### src/rtl/fp_pkg.sv
// fp_pkg: constants and types shared by the integer-to-float converter and
// the FPU adder.
//   FPU word: [31] sign, [30:21] biased exponent, [20:0] fraction with the
//   leading 1 implied.
//   status_t : result status reported alongside every FPU result.
//   ST_*     : 4-bit controller state encodings.
package fp_pkg;

    localparam int EXP_W       = 10;
    localparam int FRAC_W      = 21;
    localparam int FP_EXP_BIAS = 511;

    typedef enum logic [1:0] {
        OVERFLOW  = 2'd0,
        UNDERFLOW = 2'd1,
        EXACT     = 2'd2,
        INEXACT   = 2'd3
    } status_t;

    localparam int STATE_W = 4;
    typedef logic [STATE_W-1:0] state_t;

    localparam state_t ST_IDLE      = 4'd0;
    localparam state_t ST_MAGNITUDE = 4'd1;
    localparam state_t ST_NORMALIZE = 4'd2;
    localparam state_t ST_PACK      = 4'd3;

endpackage

### src/rtl/int_to_fp_round.sv
// int_to_fp_round: combinational fraction/exponent finishing stage.
//   exp_in   : exponent of the normalized magnitude
//   mag      : normalized magnitude with the leading 1 stripped (bits 30:0)
//   exp_out  : exponent after any rounding carry
//   frac_out : stored fraction
//   inexact  : a nonzero bit was discarded
// Macro INT_TO_FP_ROUND_EN selects round-to-nearest-even; otherwise the low
// ten magnitude bits are truncated.
module int_to_fp_round
    import fp_pkg::*;
(
    input  logic [EXP_W-1:0]  exp_in,
    input  logic [30:0]       mag,
    output logic [EXP_W-1:0]  exp_out,
    output logic [FRAC_W-1:0] frac_out,
    output logic              inexact
);

    assign inexact = |mag[9:0];

`ifdef INT_TO_FP_ROUND_EN
    logic              round_up;
    logic [FRAC_W:0]   sum;

    // Guard is bit 9; ties (guard set, nothing below) go to the even fraction.
    assign round_up = mag[9] & ((|mag[8:0]) | mag[10]);
    assign sum      = {1'b0, mag[30:10]} + {{FRAC_W{1'b0}}, round_up};
    // A carry out of the fraction leaves it all-zero; bump the exponent.
    assign frac_out = sum[FRAC_W-1:0];
    assign exp_out  = exp_in + {{(EXP_W-1){1'b0}}, sum[FRAC_W]};
`else
    assign frac_out = mag[30:10];
    assign exp_out  = exp_in;
`endif

endmodule

### src/rtl/int_to_fp.sv
// int_to_fp: sequential signed 32-bit integer to FPU-word converter.
//   clock_100Khz : clock, rising edge
//   reset        : asynchronous, active-low
//   start        : conversion request, sampled only when idle
//   int_in       : two's-complement operand
//   busy         : high while a conversion is in flight
//   done         : one-cycle pulse when data_out/status_out update
//   data_out     : {sign, exponent[9:0], fraction[20:0]}
//   status_out   : EXACT or INEXACT
// Normalization shifts one bit per cycle, so latency is 4 + leading zeros.
// Optional macro INT_TO_FP_ROUND_EN enables round-to-nearest-even.
module int_to_fp
    import fp_pkg::*;
(
    input  logic        clock_100Khz,
    input  logic        reset,
    input  logic        start,
    input  logic [31:0] int_in,
    output logic        busy,
    output logic        done,
    output logic [31:0] data_out,
    output status_t     status_out
);

    localparam logic [EXP_W-1:0] EXP_INIT = EXP_W'(FP_EXP_BIAS + 31);

    state_t             state;
    logic [31:0]        operand;
    logic               sign;
    logic [31:0]        mag;
    logic [EXP_W-1:0]   exp;

    logic [31:0]        abs_val;
    logic [EXP_W-1:0]   rnd_exp;
    logic [FRAC_W-1:0]  rnd_frac;
    logic               rnd_inexact;

    // 0x80000000 negates to itself, which is exactly 2^31 as unsigned.
    assign abs_val = operand[31] ? (~operand + 32'd1) : operand;
    assign busy    = (state != ST_IDLE);

    int_to_fp_round u_round (
        .exp_in   (exp),
        .mag      (mag[30:0]),
        .exp_out  (rnd_exp),
        .frac_out (rnd_frac),
        .inexact  (rnd_inexact)
    );

    always_ff @(posedge clock_100Khz or negedge reset) begin
        if (!reset) begin
            state      <= ST_IDLE;
            operand    <= '0;
            sign       <= 1'b0;
            mag        <= '0;
            exp        <= '0;
            done       <= 1'b0;
            data_out   <= '0;
            status_out <= EXACT;
        end else begin
            done <= 1'b0;
            case (state)
                ST_IDLE: begin
                    if (start) begin
                        operand <= int_in;
                        state   <= ST_MAGNITUDE;
                    end
                end
                ST_MAGNITUDE: begin
                    sign  <= operand[31];
                    mag   <= abs_val;
                    exp   <= EXP_INIT;
                    state <= (abs_val == '0) ? ST_PACK : ST_NORMALIZE;
                end
                ST_NORMALIZE: begin
                    if (mag[31]) begin
                        state <= ST_PACK;
                    end else begin
                        mag <= mag << 1;
                        exp <= exp - 1'b1;
                    end
                end
                ST_PACK: begin
                    // Zero has no leading 1 to hide, so it gets the all-zero word.
                    if (mag == '0) begin
                        data_out   <= '0;
                        status_out <= EXACT;
                    end else begin
                        data_out   <= {sign, rnd_exp, rnd_frac};
                        status_out <= rnd_inexact ? INEXACT : EXACT;
                    end
                    done  <= 1'b1;
                    state <= ST_IDLE;
                end
                default: state <= ST_IDLE;
            endcase
        end
    end

endmodule

### config.mk
export PLATFORM = sky130hd
export DESIGN_NAME = int_to_fp
export DESIGN_NICKNAME = d
export VERILOG_FILES = /design/src/rtl/fp_pkg.sv /design/src/rtl/int_to_fp_round.sv /design/src/rtl/int_to_fp.sv
export SDC_FILE = /design/constraint.sdc
export NUM_CORES = 1
export LEC_CHECK = 0
export BUFFER_PORTS_ARGS = -buffer_cell sky130_fd_sc_hd__clkbuf_2
export CORE_MARGIN = 3
export CORE_UTILIZATION = 30
export CTS_BUF_LIST = sky130_fd_sc_hd__clkbuf_4
export DETAILED_ROUTE_END_ITERATION = 16
export HOLD_SLACK_MARGIN = 0.15
export PLACE_DENSITY = 0.45
export REMOVE_ABC_BUFFERS = 1
export SKIP_CTS_REPAIR_TIMING = 1
export SLEW_MARGIN = 20
export SYNTH_ARGS = -nofsm -noshare
export SYNTH_HDL_FRONTEND = slang
export SYNTH_SLANG_ARGS = --single-unit
### constraint.sdc
create_clock -name clock_100Khz -period 6.8 [get_ports clock_100Khz]
set_input_delay 0.68 -clock clock_100Khz [delete_from_list [all_inputs] [get_ports clock_100Khz]]
set_output_delay 0.68 -clock clock_100Khz [all_outputs]
set_load 0.01 [all_outputs]
---- Word level (Yosys, flattened, before mapping) ----
Cells that the tools add are included.
cells by class
  add/subtract/negate cells ............... 2
  eq/ne operators ......................... 6
  multiplexer cells ....................... 13
  bitwise logic cells ..................... 1
  reduce and logical (&&, ||, !) cells .... 9
operator list
  kind                                                                  number
  32-bit two-way mux                                                    3
  32-bit zero test                                                      2
  32-bit one-hot mux with 2 select lines                                1
  32-bit by 1-bit adder with 32-bit output, second input constant       1
  32-bit inverter                                                       1
  10-bit one-hot mux with 2 select lines                                1
  4-bit one-hot mux with 3 select lines                                 1
  10-bit two-way mux                                                    1
  10-bit OR reduction                                                   1
  10-bit by 1-bit subtractor with 10-bit output, second input constant  1
  4-bit by 2-bit == test with 1-bit output, second input constant       2
  4-bit two-way mux                                                     2
  2-bit != test, second input constant                                  3
  2-bit AND reduction                                                   3
  4-bit by 1-bit == test with 1-bit output, second input constant       1
  4-bit zero test                                                       1
  1-bit two-way mux                                                     4
  4-bit nonzero test                                                    1
  2-bit nonzero test                                                    1
word-level totals
  register bits after elaboration ......... 114
  input port bits ......................... 35
  output and inout bits ................... 36
  logic and storage cells ................. 40

---- Logic depth before layout (Yosys ltp) ----
Gate-level depths: netlist (run 1).
  depth after elaboration ................. 6
  gate-level depth with buffers ........... 9
  depth with buffers taken out ............ 9

---- Hierarchy ----
A second synthesis (run 1) with hierarchy kept.
second synthesis, totals
  cells, all modules ...................... 594
  area total of the unflattened synthesis .. 5874.4 µm²
modules (own cells, without submodules)
  module           times used  cells an instance  area each (µm²)  sequential area each (µm²)
  int_to_fp        1           559                5620.4           2777.7
  int_to_fp_round  1           35                 254.0            0.0

---- Worst setup path after synthesis (run 1) ----
Ideal clock, no wire load.
  path type ............................... flip-flop to flip-flop
  start point ............................. register operand[14]
  end point ............................... register state[0]
  library setup time ...................... 95 ps
  arrival ................................. 2696 ps
  required time ........................... 6705 ps
  path slack .............................. 4008 ps
  cell stages (with the launch flop) ...... 10
  path buffers ............................ 2
  period minus slack after synthesis ...... 2792 ps
  cells stage by stage .................... dfrtp_1 -> buf_6 -> or4_4 -> or3_1 -> buf_6 -> o41ai_4 -> xor2_1 -> nand4_1 -> or4_1 -> o31ai_1
between the ends
  word-level cells in the longest chain between the ends .. 6
RTL lines
  item                                      line             RTL
  start, declared                           int_to_fp.sv:28  logic [31:0] operand;
  start signal, assigned                    int_to_fp.sv:65  operand <= int_in;
  32-bit inverter                           int_to_fp.sv:39  assign abs_val = operand[31] ? (~operand + 32'd1) : operand;
  32-bit by 1-bit adder with 32-bit output  int_to_fp.sv:39
  32-bit two-way mux *                      int_to_fp.sv:39
  32-bit zero test *                        int_to_fp.sv:73  state <= (abs_val == '0) ? ST_PACK : ST_NORMALIZE;
  1-bit two-way mux *                       int_to_fp.sv:73
  4-bit one-hot mux with 3 select lines *   int_to_fp.sv:62  case (state)
  end signal, assigned                      int_to_fp.sv:73
  end, declared                             int_to_fp.sv:27  state_t state;
Every way passes the cells marked *; elsewhere a longest branch is shown, timed or not.
A chain may end at the register's enable or synchronous reset.

---- Worst setup path in the final report (run 1) ----
  start point ............................. register operand[0]
  end point ............................... register state[0]
Same word-level chain as after synthesis.

==> results of run 1 <==
## stage by stage
step	utilization	setup WS, ns
4_1_cts	0.348	3.56
5_1_grt	0.349	3.30
3_5_place_dp	0.339	3.57
2_1_floorplan	-	3.94
3_3_place_gp	0.339	3.64
6_report	0.349	3.57
## area by class of cell
| cell class | instances | share of cell area |
|---|---|---|
| clock inverters | 7 | 0.0172 |
| diodes | 1 | 0.000395 |
| well taps | 229 | 0.0452 |
| clock buffers | 9 | 0.0107 |
| flip-flops and latches | 111 | 0.439 |
| multi-input cells | 356 | 0.412 |
| inverters | 20 | 0.0119 |
| repair buffers | 76 | 0.0636 |
## cells in the mapped netlist (3+ instances only)
cell | number | area [um^2]
mux2_2 | 59 | 664
a21oi_1 | 3 | 15.0
nand3_1 | 5 | 25.0
ha_1 | 7 | 87.6
nand2b_1 | 4 | 25.0
nor2_1 | 13 | 48.8
mux2i_1 | 8 | 80.1
a22oi_1 | 23 | 173
inv_1 | 20 | 75.1
o21ai_0 | 52 | 260
nand4_1 | 8 | 50.1
or4_1 | 6 | 45.0
nor3_1 | 9 | 45.0
o31ai_1 | 9 | 67.6
clkbuf_1 | 24 | 90.1
nand2_1 | 48 | 180
xnor2_1 | 9 | 78.8
nor4_1 | 11 | 68.8
o211ai_1 | 5 | 37.5
nor2b_1 | 4 | 25.0
dfrtp_1 | 111 | 2780
xor2_1 | 25 | 219
o41ai_1 | 6 | 52.6
nand4b_1 | 3 | 26.3
or3_1 | 9 | 56.3
buf_1 | 5 | 18.8
## critical path, stage by stage, from the launching register on
cell      delay (ns)
dfrtp_1         0.45
inv_1           0.11
ha_1            0.18
nor4b_2         0.60
nand4b_1        0.34
o41ai_4         0.36
xor2_1          0.24
nand4_1         0.14
or4_1           0.49
o31ai_1         0.26
## sequential cells by signal, indices dropped and copies added, names as in the netlist
name        count
data_out       32
done            1
exp            10
mag            32
operand        32
sign            1
state           2
status_out      1
## path summary, 6_finish.rpt
check,from,endpoint,slack [ns],cells past startpoint
worst max-delay path,operand[0]$_DFFE_PN0P_,state[0]$_DFFE_PN0P_,3.57,9
worst min-delay path,int_in[3],operand[3]$_DFFE_PN0P_,0.41,2
worst max register to register,operand[0]$_DFFE_PN0P_,state[0]$_DFFE_PN0P_,3.57,9
worst min register to register,sign$_DFFE_PN0P_,data_out[31]$_DFFE_PN0P_,0.52,2
max in group asynchronous,reset,data_out[8]$_DFFE_PN0P_,4.80,3
min in group asynchronous,reset,mag[3]$_DFFE_PN0P_,0.71,2
## metal layers
| metal | global-route usage | vias up | routed length (um) |
|---|---|---|---|
| li1 | - | 2003 | - |
| met1 | 0.217 | 1986 | 7190 |
| met2 | 0.223 | 92 | 6420 |
| met3 | 0.0362 | 7 | 585 |
| met4 | 0.0300 | 0 | 122 |
| met5 | 0 | - | 0 |
## logic make-up (layout without fill, tap and decap cells)
logic type | count (synthesis) | after routing | share of synthesized area
simple gates | 129 | 129 | 0.122
compound gates | 118 | 118 | 0.141
flops | 111 | 111 | 0.495
mux | 67 | 67 | 0.133
buf+inv | 54 | 112 | 0.0399
xor+xnor | 34 | 34 | 0.0531
fa+ha+maj | 7 | 7 | 0.0156
other cells | 1 | 2 | 0.000668
## power breakdown
part,total [uW],switching (uW),internal (uW)
clock,396,239,157
sequential,1320,363,961
combinational,1390,762,624
total,3110,1360,1740
==> results.md, run 1 <==
* Status: finished, final reports clean
* VDD IR max at ~0.00019 V
* Worst-path clk slew at ~0.20 ns
* Crit path required time at a little over 7 ns
* # port buffers at 69
* Unrepaired setup endpoints after global routing: no
* Core area at ~0.018 mm^2
* Vias in the first global route at around 4,200
* Initial DRC Count at approximately 360
* Worst setup EP type: flip-flop
* Post-synthesis cell area at between 0.005 and 0.006 mm^2
* Final Slew Violations at 0
* Die Area at around 0.020 mm^2
* Commonest non-fill, non-tap cell in the layout: dfrtp_1
* Clk sinks at roughly 110
* Multi-input gate area at 0.00261 mm^2
* HPWL Detailed at between 10,000 and 15,000 um
* Starting density of the core at 0.309
* Die Span X at between 100 and 150 um
* Via Count at roughly 4,100
* Worst-margin pin slew at ~1.1 ns
* Post-Place Cells at ~800
* Pre-Repair DR Iteration Count at 4
* Nets at between 600 and 700
* Cell Area, Placed at between 0.006 and 0.007 mm^2
* Critical path type: reg -> reg
* Minimum clock period after layout at approximately 3.2 ns
* Data arrival time of the worst path at around 3.7 ns
* Post-synth EDFFs at 0
* Tot Pwr at around 3100 uW
* Critical path launch point type: flip-flop
* Synth warnings at 0
* Max Cap Viol at 0
* Final WL at about 14,000 um
* Area Growth Syn to Fin at 12.9%
* First-pass GRT wire length at around 24,000 um
* Routed vias/inst at ~5
* DRC errors left at 0
* Pwr/cell area at approximately 490 mW/mm^2
* Total gr overflow at 0
* Clock root cell: clkbuf_4
* Fin Setup TNS at 0 ns
* FMAX at 310 MHz
* Final Hold Violating Endpoints at 0
* CTS Buf Count at 9
* Non-Filler Cell Area, Final at 0.00633 mm^2
* Post-synth cell types at 53
* Fraction of layout cells with a size suffix above 1 at 0.269
* Main synth FF type: dfrtp_1
* Final antenna-violating net count at 0
* Total Routing Usage GR at 0.148
* Setup violators final at 0
* Flops & latches, synth at approximately 110
* Die Height at 143 um
* Final GP Congestion at around 0.86
* Post-synthesis sequential area ratio at 0.495
* CP max FO at 8
* Worst hold margin at a little over 0.4 ns
* CTS tree: yes
* Fin cells at 809
* Hold Crit Class: in -> reg
* Synth Area per Inst at roughly 11 um^2
* Cell count after synthesis at 521
* # IOs at 71
* Largest net degree at the start of global routing at 71
* FF+latch area at between 0.002 and 0.003 mm^2
* Cell Rows at between 40 and 50
* Max Buffers Root-to-Sink at 2
* Filler instances at around 1,900
* Final worst path period share at 0.475
* Initial antenna violation count at 1
* WL/cell at 17.7 um
* Commonest cells after routing, fill and taps aside: dfrtp_1 (111), clkbuf_2 (68), mux2_2 (59)
* H-tree depth at 3
* Clk_lat worst skew at ~0.51 ns
* Clock skew at about 0.030 ns
* FFs w/ async S/R, synth at 1.00
* Rel. slew slack at 0.260
* Leakage power total at between 0.002 and 0.003 uW
No activity file was read; power rests on OpenSTA's default activity.
==> inputs of run 2 (changes only) <==
==> constraint.sdc (replaced) <==
create_clock -name clock_100Khz -period 3.2 [get_ports clock_100Khz]
set_input_delay 0.32 -clock clock_100Khz [delete_from_list [all_inputs] [get_ports clock_100Khz]]
set_output_delay 0.32 -clock clock_100Khz [all_outputs]
set_load 0.01 [all_outputs]
==> run 2 against run 1 <==
  * First-iteration DRC count fell by 49%
  * Clock skew fell by 0.0035 ns
  * Largest power group unchanged
  * Highest routed layer unchanged
  * Global-route usage fell by 0.36 points
  * Die area did not move
  * Design area rose by 7.2%
  * Sequential share of layout area fell by 2.9 points
  * Cell count rose by 6.6%
==> results.md, run 2 (synthesis gave the netlist of run 1 again) <==
* Max Cap Viol at 0
* Core area at between 0.015 and 0.02 mm^2
* Pre-CTS worst setup slack at approximately 0.09 ns
* Data arrival time of the worst path at approximately 3.4 ns
* Total gr overflow at 0
* Final worst slack at ~0.21 ns
* Worst setup EP type: flip-flop
* Clock skew at 0.0269 ns
* Final GP Congestion at just over 0.8
* WHS Path Cells at 3
* Fin Setup TNS at 0 ns
* First-pass GRT wire length at ~23,000 um
* Initial antenna violation count at 1
* Final Hold Violating Endpoints at 0
* Initial DRC Count at about 180
* Die Area at roughly 0.02 mm^2
* Leakage power total at 0.00293 uW
* Worst-path clk slew at roughly 0.18 ns
* VDD IR max at roughly 0.00048 V
* Rel. slew slack at 0.484
* CTS tree: yes
* HPWL Detailed at 10,500 um
* WL/cell at approximately 16 um
* Crit path required time at between 3 and 4 ns
* Status: finished, final reports clean
* Hold Crit Start: start
* Via Count at between 4,000 and 5,000
* # port buffers at between 60 and 70
* Hold Crit Class: in -> reg
* Reg2reg start: operand[24]$_DFFE_PN0P_
* Vias in the first global route at roughly 4,300
* Pwr/cell area at slightly below 1000 mW/mm^2
* H-tree depth at 3
* # IOs at roughly 70
* Starting density of the core at 0.309
* CP max FO at 5
* Critical path type: reg -> reg
* Fraction of layout cells with a size suffix above 1 at 0.279
* Setup violators final at 0
* Max Buffers Root-to-Sink at 2
* Worst hold margin at approximately 0.18 ns
* Routed vias/inst at between 4 and 5
* Finished Core Util at 0.374
* Final antenna-violating net count at 0
* Final worst path period share at 0.935
* Total Routing Usage GR at 0.144
* FF-to-FF setup slack at 0.21 ns
* Largest net degree at the start of global routing at 80
* Unrepaired setup endpoints after global routing: no
* Clk sinks at approximately 110
* Nets at approximately 670
* Commonest cells after routing, fill and taps aside: dfrtp_1 (111), clkbuf_2 (68), mux2_2 (59)
* Area Growth Syn to Fin at 20.9%
* WHS Endpoint: state[1]$_DFFE_PN0P_
* Final WL at ~14,000 um
* Commonest non-fill, non-tap cell in the layout: dfrtp_1
* R2R Path End: state[0]$_DFFE_PN0P_
* Top flop regs: data_out (32), mag (32), operand (32)
* FF-to-FF path depth at 7
* Clk_lat worst skew at 0.50 ns
* FMAX at between 300 and 400 MHz
* DRC errors left at 0
* Clock root cell: clkbuf_4
* Post-Place Cells at ~800
* Cell Rows at 49
* Final Slew Violations at 0
* Minimum clock period after layout at ~3 ns
* Critical path launch point type: flip-flop
* Die Span X at approximately 140 um
* CTS Buf Count at 9
* Worst-margin pin slew at slightly below 0.8 ns
* Filler instances at about 1,900
* Fin cells at 862
* Pre-Repair DR Iteration Count at 4
* Die Height at between 100 and 150 um
==> run 2: final cells by class <==
| class | count | area (um^2) | area share |
|---|---|---|---|
| clock inverter | 7 | 66.3 | 0.00977 |
| inverter | 20 | 75.1 | 0.0111 |
| tap | 229 | 287 | 0.0422 |
| timing repair buffer | 128 | 877 | 0.129 |
| antenna | 2 | 5.00 | 0.000738 |
| sequential | 111 | 2780 | 0.409 |
| multi-input combinational | 356 | 2630 | 0.388 |
| clock buffer | 9 | 67.6 | 0.00996 |
==> run 2: through the flow <==
stage,cell area [um^2],power [uW]
global placement,6270,5880
detailed placement,6270,5950
floorplan,5460,4680
finish,6790,6620
global route,6790,7230
CTS,6400,6660
==> run 2: how the worst max path moves through the flow <==
stage	from	end	slack, ns
finish	operand[24]$_DFFE_PN0P_	state[0]$_DFFE_PN0P_	0.21
global route	operand[0]$_DFFE_PN0P_	state[0]$_DFFE_PN0P_	0.02
CTS	operand[0]$_DFFE_PN0P_	state[0]$_DFFE_PN0P_	0.02
detailed placement	operand[0]$_DFFE_PN0P_	state[0]$_DFFE_PN0P_	0.09
global placement	operand[0]$_DFFE_PN0P_	state[0]$_DFFE_PN0P_	0.19
floorplan	state[0]$_DFFE_PN0P_	mag[10]$_DFFE_PN0P_	0.34
==> run 2: worst max-delay path, stage by stage (launching register included) <==
cell and delay [ns]:
dfrtp_1 0.46, or4_1 0.60, or4_1 0.51, o41ai_4 0.25
xor2_1 0.22, nand4_1 0.13, or4_1 0.48, o31ai_1 0.24
==> run 2: where the power goes <==
group	switching, uW	internal (uW)	total, uW
Sequential	668	2040	2710
Combinational	1730	1490	3220
Clock	517	177	693
Total	2910	3710	6620
==> run 2: metal layers <==
| metal | GRT usage | part of all wire | wire, um | vias to the layer above |
|---|---|---|---|---|
| li1 | - | - | - | 2098 |
| met1 | 0.205 | 0.49 | 7000 | 2074 |
| met2 | 0.225 | 0.46 | 6520 | 77 |
| met3 | 0.0365 | 0.039 | 553 | 7 |
| met4 | 0.0275 | 0.0092 | 130 | 0 |
| met5 | 0 | 0 | 0 | - |
==> inputs of run 3 (changes only) <==
--- a/config.mk
+++ b/config.mk
@@ -5,11 +5,13 @@
 export SDC_FILE = /design/constraint.sdc
 export NUM_CORES = 1
 export LEC_CHECK = 0
+export ABC_AREA = 1
 export BUFFER_PORTS_ARGS = -buffer_cell sky130_fd_sc_hd__clkbuf_2
 export CORE_MARGIN = 3
 export CORE_UTILIZATION = 30
 export CTS_BUF_LIST = sky130_fd_sc_hd__clkbuf_4
 export DETAILED_ROUTE_END_ITERATION = 16
+export GPL_ROUTABILITY_DRIVEN = 0
 export HOLD_SLACK_MARGIN = 0.15
 export PLACE_DENSITY = 0.45
 export REMOVE_ABC_BUFFERS = 1
==> run 3 against run 2 <==
  * Clock-buffer cell count unchanged
  * Maximum frequency increased by 12%
  * Register-to-register slack improved by 0.33 ns
  * Design area increased by 0.65%
  * Largest cell class unchanged
  * Highest routed layer unchanged
==> results.md, run 3 <==
* Total gr overflow at 0
* Initial DRC Count at 314
* Synth warnings at 0
* DRC errors left at 0
* Cell Rows at 50
* M1 WL at 7660 um
* Worst-path clk slew at 0.18 ns
* Fin Setup TNS at 0 ns
* Die Span X at roughly 140 um
* Unrepaired setup endpoints after global routing: no
* Data arrival time of the worst path at approximately 3 ns
* VDD IR max at 0.000256 V
* Most numerous cell in the Yosys netlist: nand2_1
* Post-synth cell types at 36
* Commonest non-fill, non-tap cell in the layout: nand2_1
* Die Area at roughly 0.021 mm^2
* Rel. slew slack at 0.474
* Final WL at about 16,000 um
* Clk sinks at 111
* Top flop regs: data_out (32), mag (32), operand (32)
* Max Buffers Root-to-Sink at 2
* Hold Crit Class: in -> reg
* Worst-margin pin slew at between 0.7 and 0.8 ns
* Die Height at approximately 140 um
* CTS tree: yes
* Pwr/cell area at 921 mW/mm^2
* Pre-CTS worst setup slack at 0.561 ns
* Largest net degree at the start of global routing at 65
* First-pass GRT wire length at around 26,000 um
* Clock skew at 0.0184 ns
* Setup violators final at 0
* Sequential Power Share at 0.392
* Post-synthesis cell area at between 0.005 and 0.006 mm^2
* Share of the synthesized area in the top cell type at 0.483
* Filler instances at 2,015
* Post-synth EDFFs at 0
* Commonest cells after routing, fill and taps aside: nand2_1 (238), dfrtp_1 (111), nor2_1 (100)
* Final worst path period share at 0.831
* Crit path required time at around 3.6 ns
* Commonest cells post-synth: nand2_1 (239), dfrtp_1 (111), nor2_1 (100)
* CTS Buf Count at 9
* Core area at around 0.019 mm^2
* Flops & latches, synth at about 110
* Switching power total at approximately 3000 uW
* CP max FO at 25
* Clk_lat worst skew at ~0.5 ns
* Status: finished, final reports clean
* Routed vias/inst at 4.71
* # port buffers at between 60 and 70
* Leakage power total at about 0.0034 uW
* WL/cell at between 10 and 15 um
* Starting density of the core at 0.306
* Synth Area per Inst at between 7 and 8 um^2
* Max Cap Viol at 0
* Via Count at between 5,000 and 6,000
* FMAX at between 300 and 400 MHz
* Critical path type: reg -> reg
* Clock root cell: clkbuf_4
* Critical path launch point type: flip-flop
* FFs w/ async S/R, synth at 1.00
* Final antenna-violating net count at 0
* Nets at 902
* Vias in the first global route at ~5,000
* Comb power frac at 0.491
* Finished Core Util at 0.364
* Minimum clock period after layout at 2.66 ns
* Fraction of layout cells with a size suffix above 1 at 0.132
* Final Slew Violations at 0
* Met3 wire length at between 600 and 700 um
* Sw frac at 0.476
* Top Layer Used: met4
* Int Pwr at around 3300 uW
* Dominant cell type by area after synthesis: dfrtp_1
* Worst setup EP type: flip-flop
* HPWL Detailed at roughly 12,000 um
* Total Routing Usage GR at 0.158
* WL met2 at between 7000 and 8000 um
* Main synth FF type: dfrtp_1
* Pre-Repair DR Iteration Count at 5
* Cell count after synthesis at about 770
* Final worst slack at about 0.54 ns
* Post-synthesis sequential area ratio at 0.483
* Top cells by area, synth: dfrtp_1 (48%), nand2_1 (16%), nor2_1 (6.5%)
* Clock power frac at 0.118
* H-tree depth at 3
* Final Hold Violating Endpoints at 0
* # IOs at 71
* Area Growth Syn to Fin at 18.8%
* Initial antenna violation count at 1
-- run 3: changes by cell type after synthesis, moves of 34 or more --
cell,change
nand2_1,+191
nor2_1,+87
a21oi_1,+34
inv_1,+58
nand3_1,+51
mux2_2,-57
-- run 3: cell families after synthesis --
group	synth area share
compound gates	0.111
xor+xnor	0.00305
fa+ha+maj	0.0152
buf+inv	0.0751
flops	0.483
mux	0.00392
other cells	0.000652
simple gates	0.308
-- run 3: final cells by class --
cell class	instances	area, um^2	area share
multi-input combinational	543	2540	0.372
clock inverter	6	71.3	0.0104
sequential	111	2780	0.407
timing repair buffer	111	758	0.111
clock buffer	9	67.6	0.00989
inverter	84	315	0.0462
tap	234	293	0.0429
antenna	1	2.50	0.000366
-- run 3: worst max-delay path, stage by stage (launching register included) --
cell and delay, ns:
dfrtp_1 0.46, inv_1 0.11, ha_1 0.25, inv_2 0.13, nor2_8 0.22, inv_2 0.24, nand2_4 0.29, nand2_1 0.10
or2_1 0.24, nor2_2 0.10, inv_2 0.06, nor2_4 0.11, inv_1 0.07, nor3_2 0.15, nor3_2 0.05
-- run 3: per-layer routing --
metal | vias to the layer above | global-route usage
li1 | 2649 | -
met1 | 2408 | 0.221
met2 | 105 | 0.251
met3 | 15 | 0.0284
met4 | 0 | 0.0466
met5 | - | 0
-- run 3: final timing paths --
path	from	endpoint	slack (ns)	cells after the start
max reg2reg	state[0]$_DFFE_PN0P_	exp[6]$_DFFE_PN0P_	0.54	14
min in group asynchronous	reset	data_out[15]$_DFFE_PN0P_	0.37	2
min reg2reg	data_out[7]$_DFFE_PN0P_	data_out[7]$_DFFE_PN0P_	0.49	2
max	state[0]$_DFFE_PN0P_	exp[6]$_DFFE_PN0P_	0.54	14
max in group asynchronous	reset	operand[6]$_DFFE_PN0P_	2.07	3
min	start	state[0]$_DFFE_PN0P_	0.29	4
-- run 3: power by group through the flow --
stage          combinational, uW  sequential [uW]  clock (uW)
3_5_place_dp                3090             2500           0
5_1_grt                     3590             2550         830
4_1_cts                     3100             2470         779
2_1_floorplan               1960             2500           0
6_report                    3090             2460         740
3_3_place_gp                3060             2490           0
-- run 3: stage by stage --
stage               hold WS (ns)  power (uW)  std cells  cell area, um^2
finish                     0.289        6290       1099             6830
floorplan                 0.0244        4470        738             5630
detailed placement         0.398        5590       1050             6360
CTS                       -0.183        6350       1065             6500
global route               0.309        6970       1099             6830
global placement           0.387        5550       1050             6360
